### config.mk
export PLATFORM = sky130hd
export DESIGN_NAME = fp_add_pipe
export DESIGN_NICKNAME = d
export VERILOG_FILES = /design/src/rtl/fp_add_pipe.sv
export SDC_FILE = /design/constraint.sdc
export NUM_CORES = 1
export LEC_CHECK = 0
export BUFFER_PORTS_ARGS = -buffer_cell sky130_fd_sc_hd__buf_2
export CORE_MARGIN = 2
export CORE_UTILIZATION = 53
export DETAILED_ROUTE_END_ITERATION = 16
export PLACE_DENSITY_LB_ADDON = 0.15
export SYNTH_ARGS = -nofsm -noshare
export SYNTH_HDL_FRONTEND = slang
export SYNTH_SLANG_ARGS = --single-unit
### constraint.sdc
create_clock -name clk_i -period 7.7 [get_ports clk_i]
set_input_delay 0.77 -clock clk_i [delete_from_list [all_inputs] [get_ports clk_i]]
set_output_delay 0.77 -clock clk_i [all_outputs]
set_load 0.03 [all_outputs]
### src/rtl/fp_add_pipe.sv
// fp_add_pipe: two-stage pipelined floating-point adder/subtractor with a
// valid/ready stream interface and a pass-through sideband tag.
// Stage 1 aligns the operands and adds them; stage 2 normalises the sum.
// Optional build macro FP_ADD_PIPE_SAT_EN: saturates an out-of-range exponent
// in stage 2 instead of letting it wrap.
module fp_add_pipe #(
    parameter int ExpWidth  = 8,
    parameter int MantWidth = 7,
    parameter int TagWidth  = 4
) (
    input  logic                        clk_i,
    input  logic                        rst_i,
    input  logic                        in_valid_i,
    output logic                        in_ready_o,
    input  logic [ExpWidth+MantWidth:0] op_a_i,
    input  logic [ExpWidth+MantWidth:0] op_b_i,
    input  logic                        sub_i,
    input  logic [TagWidth-1:0]         tag_i,
    output logic                        out_valid_o,
    input  logic                        out_ready_i,
    output logic [ExpWidth+MantWidth:0] result_o,
    output logic [TagWidth-1:0]         tag_o
);

    localparam int DataWidth    = 1 + ExpWidth + MantWidth;
    // {sign, overflow, implicit one, mantissa, guard}
    localparam int SumWidth     = MantWidth + 4;
    // Two spare bits so overflow and underflow stay distinguishable.
    localparam int ExpCalcWidth = ExpWidth + 2;

    typedef struct packed {
        logic                 sgn;
        logic [ExpWidth-1:0]  expo;
        logic [MantWidth-1:0] mant;
    } fp_t;

    // Stage registers
    logic                 s1_valid;
    logic [SumWidth-1:0]  s1_sum;
    logic [ExpWidth-1:0]  s1_exp;
    logic                 s1_sticky;
    logic [TagWidth-1:0]  s1_tag;

    logic                 s2_valid;
    logic [DataWidth-1:0] s2_result;
    logic [TagWidth-1:0]  s2_tag;

    // Stage enables: a stage may load when it is empty or its contents move on.
    logic s1_en;
    logic s2_en;

    assign s2_en       = !s2_valid || out_ready_i;
    assign s1_en       = !s1_valid || s2_en;
    assign in_ready_o  = s1_en;
    assign out_valid_o = s2_valid;
    assign result_o    = s2_result;
    assign tag_o       = s2_tag;

    // Stage 1 datapath: pick the larger-exponent operand, align the other, add.
    fp_t                       op_a;
    fp_t                       op_b;
    fp_t                       op_x;
    fp_t                       op_y;
    int                        shift_amt;
    logic [SumWidth-1:0]       x_full;
    logic [SumWidth-1:0]       y_full;
    logic signed [SumWidth-1:0] x_sig;
    logic signed [SumWidth-1:0] y_sig;
    logic signed [SumWidth-1:0] y_shifted;
    logic signed [SumWidth-1:0] sum_d;
    logic                       sticky_d;

    // Align-and-add combinational logic.
    always_comb begin
        // NOTE: every signal driven here gets a value on every path, so no latch is inferred.
        op_a      = fp_t'(op_a_i);
        op_b      = fp_t'(op_b_i);
        op_b.sgn  = op_b.sgn ^ sub_i;
        op_x      = op_a;
        op_y      = op_b;
        y_shifted = '0;
        sticky_d  = 1'b0;
        if (op_b.expo > op_a.expo) begin
            op_x = op_b;
            op_y = op_a;
        end
        shift_amt = int'(op_x.expo - op_y.expo);
        x_full    = {2'b00, 1'b1, op_x.mant, 1'b0};
        y_full    = {2'b00, 1'b1, op_y.mant, 1'b0};
        x_sig     = op_x.sgn ? -x_full : x_full;
        y_sig     = op_y.sgn ? -y_full : y_full;
        if (shift_amt <= MantWidth) begin
            y_shifted = y_sig >>> shift_amt;
            // Bits of Y that fall off below the guard bit.
            sticky_d  = |(y_sig & ~({SumWidth{1'b1}} << shift_amt));
        end
        sum_d = x_sig + y_shifted;
    end

    // Stage 1 register: holds the signed sum, larger exponent, sticky and tag.
    always_ff @(posedge clk_i) begin
        // NOTE: sequential state uses non-blocking assignments so all registers update together.
        if (rst_i) begin
            s1_valid  <= 1'b0;
            s1_sum    <= '0;
            s1_exp    <= '0;
            s1_sticky <= 1'b0;
            s1_tag    <= '0;
        end else if (s1_en) begin
            s1_valid <= in_valid_i;
            if (in_valid_i) begin
                s1_sum    <= sum_d;
                s1_exp    <= op_x.expo;
                s1_sticky <= sticky_d;
                s1_tag    <= tag_i;
            end
        end
    end

    // Stage 2 datapath: magnitude, leading-one detect, normalise.
    logic                    neg;
    logic [SumWidth-1:0]     mag;
    logic [SumWidth-1:0]     norm;
    int                      lead;
    logic [ExpCalcWidth-1:0] exp_calc;
    logic [DataWidth-1:0]    result_d;

    // Normalisation combinational logic.
    always_comb begin
        neg = s1_sum[SumWidth-1];
        mag = s1_sum;
        if (neg) begin
            // A set sticky means the true magnitude is slightly smaller than
            // -sum, so truncation toward zero is one below it: ~sum.
            mag = s1_sticky ? ~s1_sum : -s1_sum;
        end
        lead = 0;
        for (int i = 0; i < SumWidth; i++) begin
            if (mag[i]) begin
                lead = i;
            end
        end
        // Place the leading one at bit MantWidth+2; mantissa sits just below it.
        norm     = mag << (MantWidth + 2 - lead);
        exp_calc = ExpCalcWidth'(s1_exp) + ExpCalcWidth'(lead)
                 - ExpCalcWidth'(MantWidth + 1);
        result_d = {neg, ExpWidth'(exp_calc), MantWidth'(norm >> 2)};
`ifdef FP_ADD_PIPE_SAT_EN
        if (exp_calc[ExpCalcWidth-1]) begin
            result_d = '0;
        end else if (exp_calc[ExpWidth]) begin
            result_d = {neg, {ExpWidth{1'b1}}, {MantWidth{1'b1}}};
        end
`else
`endif
        if (mag == '0) begin
            result_d = '0;
        end
    end

    // Stage 2 register: output result and tag, held while downstream stalls.
    always_ff @(posedge clk_i) begin
        if (rst_i) begin
            s2_valid  <= 1'b0;
            s2_result <= '0;
            s2_tag    <= '0;
        end else if (s2_en) begin
            s2_valid <= s1_valid;
            if (s1_valid) begin
                s2_result <= result_d;
                s2_tag    <= s1_tag;
            end
        end
    end

endmodule

Word-level counts from Yosys, hierarchy flattened
Index checks and enable logic that the tools add are counted.
W data, S select, Z words.
{"block": "classes", "shift": 3, "order_cmp": 2, "reduce_logical": 8, "addsub": 8, "n_mux": 19, "bitwise_logic": 4}
{"op": "$mux W32", "n": 9}
{"op": "$mux W11", "n": 5}
{"op": "$mux W16", "n": 3}
{"op": "$shl A11 B32 Y11 const A", "n": 1}
{"op": "$shl A11 B32 Y9", "n": 1}
{"op": "$sshr A11 B32 Y11", "n": 1}
{"op": "$sub A5 B32 Y32 const A", "n": 1}
{"op": "$neg A9 Y11", "n": 2}
{"op": "$not A11 Y11", "n": 2}
{"op": "$add A11 B11 Y11", "n": 1}
{"op": "$and A11 B11 Y11", "n": 1}
{"op": "$logic_not A11 Y1", "n": 1}
{"op": "$neg A11 Y11", "n": 1}
{"op": "$reduce_or A11 Y1", "n": 1}
{"op": "$le A9 B4 Y1 const B", "n": 1}
{"op": "$sub A8 B8 Y9", "n": 1}
{"op": "$add A8 B8 Y8", "n": 1}
{"op": "$gt A8 B8 Y1", "n": 1}
{"op": "$sub A8 B4 Y8 const B", "n": 1}
{"op": "$reduce_and A2 Y1", "n": 2}
{"op": "$logic_not A1 Y1", "n": 2}
{"op": "$logic_or A1 B1 Y1", "n": 2}
{"op": "$mux W1", "n": 2}
{"op": "$xor A1 B1 Y1", "n": 1}
{"block": "word_totals", "reg_bits": 46}

Depth between registers and ports, before layout
{"block": "depth", "word_depth": 16, "mapped_depth": 36, "mapped_depth_nobuf": 30}

Least setup slack after synthesis
OpenSTA, ideal clock, no wires.
{"block": "synth_path", "kind": "in2reg", "from": "in op_a_i[9]", "to": "reg s1_sum[10]", "arrival_time_ns": 6.555, "setup_time_ns": 0.078, "slack_ns": 1.067, "cell_stages": 34, "path_cell_list": "inv_1 ha_1 buf_4 nand4_1 nor2b_1 o21a_1 buf_6 nor2_4 buf_2 clkbuf_1 buf_1 o21a_1 ha_1 and3_1 a211oi_1 mux2_2 o22a_1 o211a_1 nor2b_1 buf_2 a32oi_1 or3_1 and3_1 ha_1 a21o_1 a21o_1 a21o_1 a21oi_1 nor2b_1 o21ai_0 nand2b_1 a211oi_1 a211oi_1 nor3_1"}
{"block": "synth_between", "elab_chain_len": 7}
{"element": "start, declared", "line": "15", "rtl": "input logic [ExpWidth+MantWidth:0] op_a_i,"}
{"element": "$gt A8 B8 Y1", "line": "83", "rtl": "if (op_b.expo > op_a.expo) begin"}
{"element": "$mux W16", "line": "83"}
{"element": "$neg A9 Y11", "line": "91", "rtl": "y_sig = op_y.sgn ? -y_full : y_full;"}
{"element": "$mux W11", "line": "91"}
{"element": "$sshr A11 B32 Y11", "line": "93", "rtl": "y_shifted = y_sig >>> shift_amt;"}
{"element": "$mux W11", "line": "92", "rtl": "if (shift_amt <= MantWidth) begin"}
{"element": "$add A11 B11 Y11 (*)", "line": "97", "rtl": "sum_d = x_sig + y_shifted;"}
{"element": "end signal, assigned", "line": "112", "rtl": "s1_sum <= sum_d;"}
{"element": "end, declared", "line": "39", "rtl": "logic [SumWidth-1:0] s1_sum;"}
Every way passes the cells marked *; elsewhere a longest branch is shown, timed or not.
A chain may end at the register's enable or synchronous reset.

Worst setup path in the final report
{"block": "layout_path", "from": "in op_a_i[10]", "to": "reg s1_sum[10]"}
Same word-level chain as after synthesis.

==> impl_metrics.tcl <==
set metrics [dict create \
    gr-usage-all-layers_pct 27.17 \
    synthesis.area_per_instance_um2 7.324 \
    final_layout_size_suffix_gt1_share_pct 14.17 \
    hold_path_depth 2 \
    report.final.hold_viol_count 0 \
    clock_sink_count 46 \
    clock_insertion_delay_worst_skew_ns 0.30 \
    rsz0062_at_grt "no" \
    clock_power_share_pct 12.3 \
    mapped_area_um2 5061 \
    cts-root-to-sink-buffers 2 \
    maxClockFrequency_mhz 146.0 \
    tritoncts "yes" \
    pre_cts_ws_ns 0.6333 \
    total_leakage_power_uw 0.002402 \
    wire_per_inst_um 16.04 \
    critical_path_peak_fanout 10 \
    clk_root_buffer_cell "sky130_fd_sc_hd__clkbuf_8" \
    cts.repair_timing.setup_buffer_count 0 \
    worst_r2r_startpoint "s1_sum[1]" \
    worst_setup_path_start_kind "primary input" \
    synth-edff-count 0 \
    synth.top_cells.by_area "sky130_fd_sc_hd__dfxtp_1 (18%), sky130_fd_sc_hd__ha_1 (8.2%), sky130_fd_sc_hd__nand2_1 (7.0%)" \
    worst_reg2reg_setup_slack_ns 3.39 \
    req_time_crit_path_ns 7.92 \
    detail_route.drc_violations 0 \
    finalSetupTns_ns 0 \
    rr_endpoint "result_o[14]" \
    ys_ff_latch 46 \
    die_outline_height_um 101.7 \
    h-tree-depth 2 \
    minimum_period_implied_by_the_final_worst_setup_slack_ns 6.848 \
    holdPathEnd "result_o[1]" \
    areaGrowthSynthToFinish_pct 8.504 \
    placement.io_buffers 62 \
    yosysWarningCount 0 \
    critical-path-max-stage-delay_ns 0.55 \
    cts_hold_repair.buffers 0 \
    grt_pass1_vias 4687 \
    drt-total-wl_um 13730 \
    antenna-diode-count 0 \
    via_count 5124 \
    setup_violations 0 \
    firstDrtPassIters 5 \
    worstRegToRegCells 18 \
    die_outline_area_um2 10350 \
    dominantRegCellSynth "sky130_fd_sc_hd__dfxtp_1" \
    layout_setup_ws_ns 0.8516 \
    path_clk_slew_ns 0.09 \
    grt_antenna_before_repair 0 \
    final_min_period_over_clock_period_pct 88.94 \
    grt_first_pass_wirelength_um 22940 \
    place.gp.congestion 0.9225 \
    placed_cells 848 \
    grt_start_max_net_pins 45 \
    power_frac_comb_pct 66.2 \
    cts-resized-gates 0 \
    path_class "in2reg" \
    power_report.internal_total_uw 767.9 \
    fin_skew_ns 0.008776 \
    power.ir.vdd_worst_mv 0.1611 \
    relSlewSlack_pct 21.51 \
    total_switching_power_uw 715.0 \
    detailedPlacementHpwl_um 10620 \
    drv_slew 0 \
    layout.nets 802 \
    instances_no_fill 856 \
    post_synth_cell_types 77 \
    drtAntennaViolNets 0 \
    synth_commonest_cells "sky130_fd_sc_hd__nand2_1 (95), sky130_fd_sc_hd__nor2_1 (68), sky130_fd_sc_hd__dfxtp_1 (46)" \
    slowest_stage "sky130_fd_sc_hd__or4_4" \
    vias_per_cell 5.986 \
    run_status "complete, no violations" \
    core_area_um2 9240 \
    grt_overflow 0 \
    seq_power_share_pct 21.5 \
    worst_ep_arrival_time_ns 7.07 \
    totalPowerFinal_uw 1483 \
    ioPinCount 63 \
    syn_inst 691 \
    synth_nets 767 \
    synth_most_common_cell "sky130_fd_sc_hd__nand2_1" \
    netSwitchingFraction_pct 48.22 \
    synth-async-reset-ratio_pct 0 \
    floorplan.initialDensity_pct 54.77 \
    timing.critical_path.to_type "register" \
    drv.max_cap_violation_count 0 \
    synth.yosys.seq_area_share_pct 18.20 \
    hp-start "result_o[1]" \
    synth_largest_area_cell "sky130_fd_sc_hd__dfxtp_1" \
    tightest_slew_ns 1.177 \
    finalHoldWorstSlack_ns 0.4511 \
    drt_iter0_markers 271 \
    hold_path.class "reg2reg" \
    tritoncts_buffers 5 \
    synth_top_area_share_pct 18.20 \
    die_width_um 101.7 \
    core.rowCount 35 \
    pwr_density_cell_nw_per_um2 270.0 \
]
==> metrics by stage <==
stage | utilization, % | cell area [um2]
5_1_grt | 59.43 | 5492
4_1_cts | 59.43 | 5492
3_3_place_gp | 58.21 | 5379
3_5_place_dp | 58.21 | 5379
6_report | 59.43 | 5492
2_1_floorplan | - | 5061
==> final cells by class <==
type                    instances  area [um2]
fillers                       907        3749
well taps                     129       161.4
clock buffers                   5       68.82
inverters                      35       131.4
repair buffers                 68       355.3
clock inverters                 3       43.79
multi-input cells             570        3810
flip-flops and latches         46       920.9
==> flip-flops by register name (all words and copies together) (netlist names) <==
name	cells
s1_valid	1
result_o	16
tag_o	4
s1_exp	8
out_valid_o	1
s1_sticky	1
s1_sum	11
s1_tag	4
==> per-layer routing <==
metal / wire length, um / part of all wire [%] / GRT usage (%)
met5: 0 / 0 / 0
met4: 303 / 2.2 / 7.069
met3: 654 / 4.8 / 2.277
met2: 6446 / 47 / 46.46
met1: 6324 / 46 / 36.78
==> power by group through the flow <==
stage	Clock (uW)	Sequential, uW	Combinational [uW]
after floorplan	0	337	766
after global placement	0	322	954
after detailed placement	0	324	968
after CTS	188	318	975
after global routing	197	326	1100
final	183	319	981
==> worst max-delay path: cells and delay by family <==
kind | cells | cell delay [ns]
AO/OA/AOI/OAI | 12 | 2.28
XOR/XNOR | 1 | 0.21
adder cells (fa/ha/maj) | 3 | 1.00
buffers and inverters | 2 | 0.19
multiplexers | 1 | 0.23
AND/OR/NAND/NOR | 10 | 2.40
==> logic make-up after synthesis <==
logic type,synth area share [%]
AOI/OAI and AO/OA,26.82
xor gates and xnor gates,8.777
adders and majority gates,8.949
buffers and inverters,6.527
DFF,18.20
muxes,5.290
and+or+nand+nor,25.44
==> placed cells by master, fill, tap and decap left out, types with 4 or more instances in the layout <==
cell type,count
sky130_fd_sc_hd__nand4_1,6
sky130_fd_sc_hd__o21a_1,6
sky130_fd_sc_hd__a31oi_1,12
sky130_fd_sc_hd__nor4_1,7
sky130_fd_sc_hd__nor2_1,68
sky130_fd_sc_hd__clkbuf_8,5
sky130_fd_sc_hd__nor3_1,14
sky130_fd_sc_hd__inv_1,35
sky130_fd_sc_hd__a311oi_1,10
sky130_fd_sc_hd__buf_2,62
sky130_fd_sc_hd__o21ai_0,28
sky130_fd_sc_hd__xnor2_1,27
sky130_fd_sc_hd__ha_1,33
sky130_fd_sc_hd__nand2b_1,14
sky130_fd_sc_hd__a22oi_1,10
sky130_fd_sc_hd__a211oi_1,12
sky130_fd_sc_hd__and3_1,5
sky130_fd_sc_hd__dfxtp_1,46
sky130_fd_sc_hd__o21ai_1,5
sky130_fd_sc_hd__xor2_1,20
sky130_fd_sc_hd__and2_1,5
sky130_fd_sc_hd__mux2i_1,20
sky130_fd_sc_hd__a21oi_1,45
sky130_fd_sc_hd__buf_4,6
sky130_fd_sc_hd__a21o_1,13
sky130_fd_sc_hd__o211ai_1,5
sky130_fd_sc_hd__nor2b_1,12
sky130_fd_sc_hd__nand3_1,19
sky130_fd_sc_hd__nand2_1,95
sky130_fd_sc_hd__or3_1,4
sky130_fd_sc_hd__o31ai_1,6
==> worst max-delay path by stage <==
stage / startpoint / end / slack (ns) / depth (start not counted)
3_5_place_dp: op_a_i[10] / s1_sum[10] / 0.63 / 29
2_1_floorplan: op_a_i[9] / s1_sum[10] / 1.07 / 34
5_1_grt: op_a_i[10] / s1_sum[10] / 0.24 / 29
3_3_place_gp: op_b_i[7] / s1_sum[9] / 0.78 / 31
6_report: op_a_i[10] / s1_sum[10] / 0.85 / 29
4_1_cts: op_a_i[10] / s1_sum[10] / 0.90 / 29
Power figures use the tool's default switching activity.
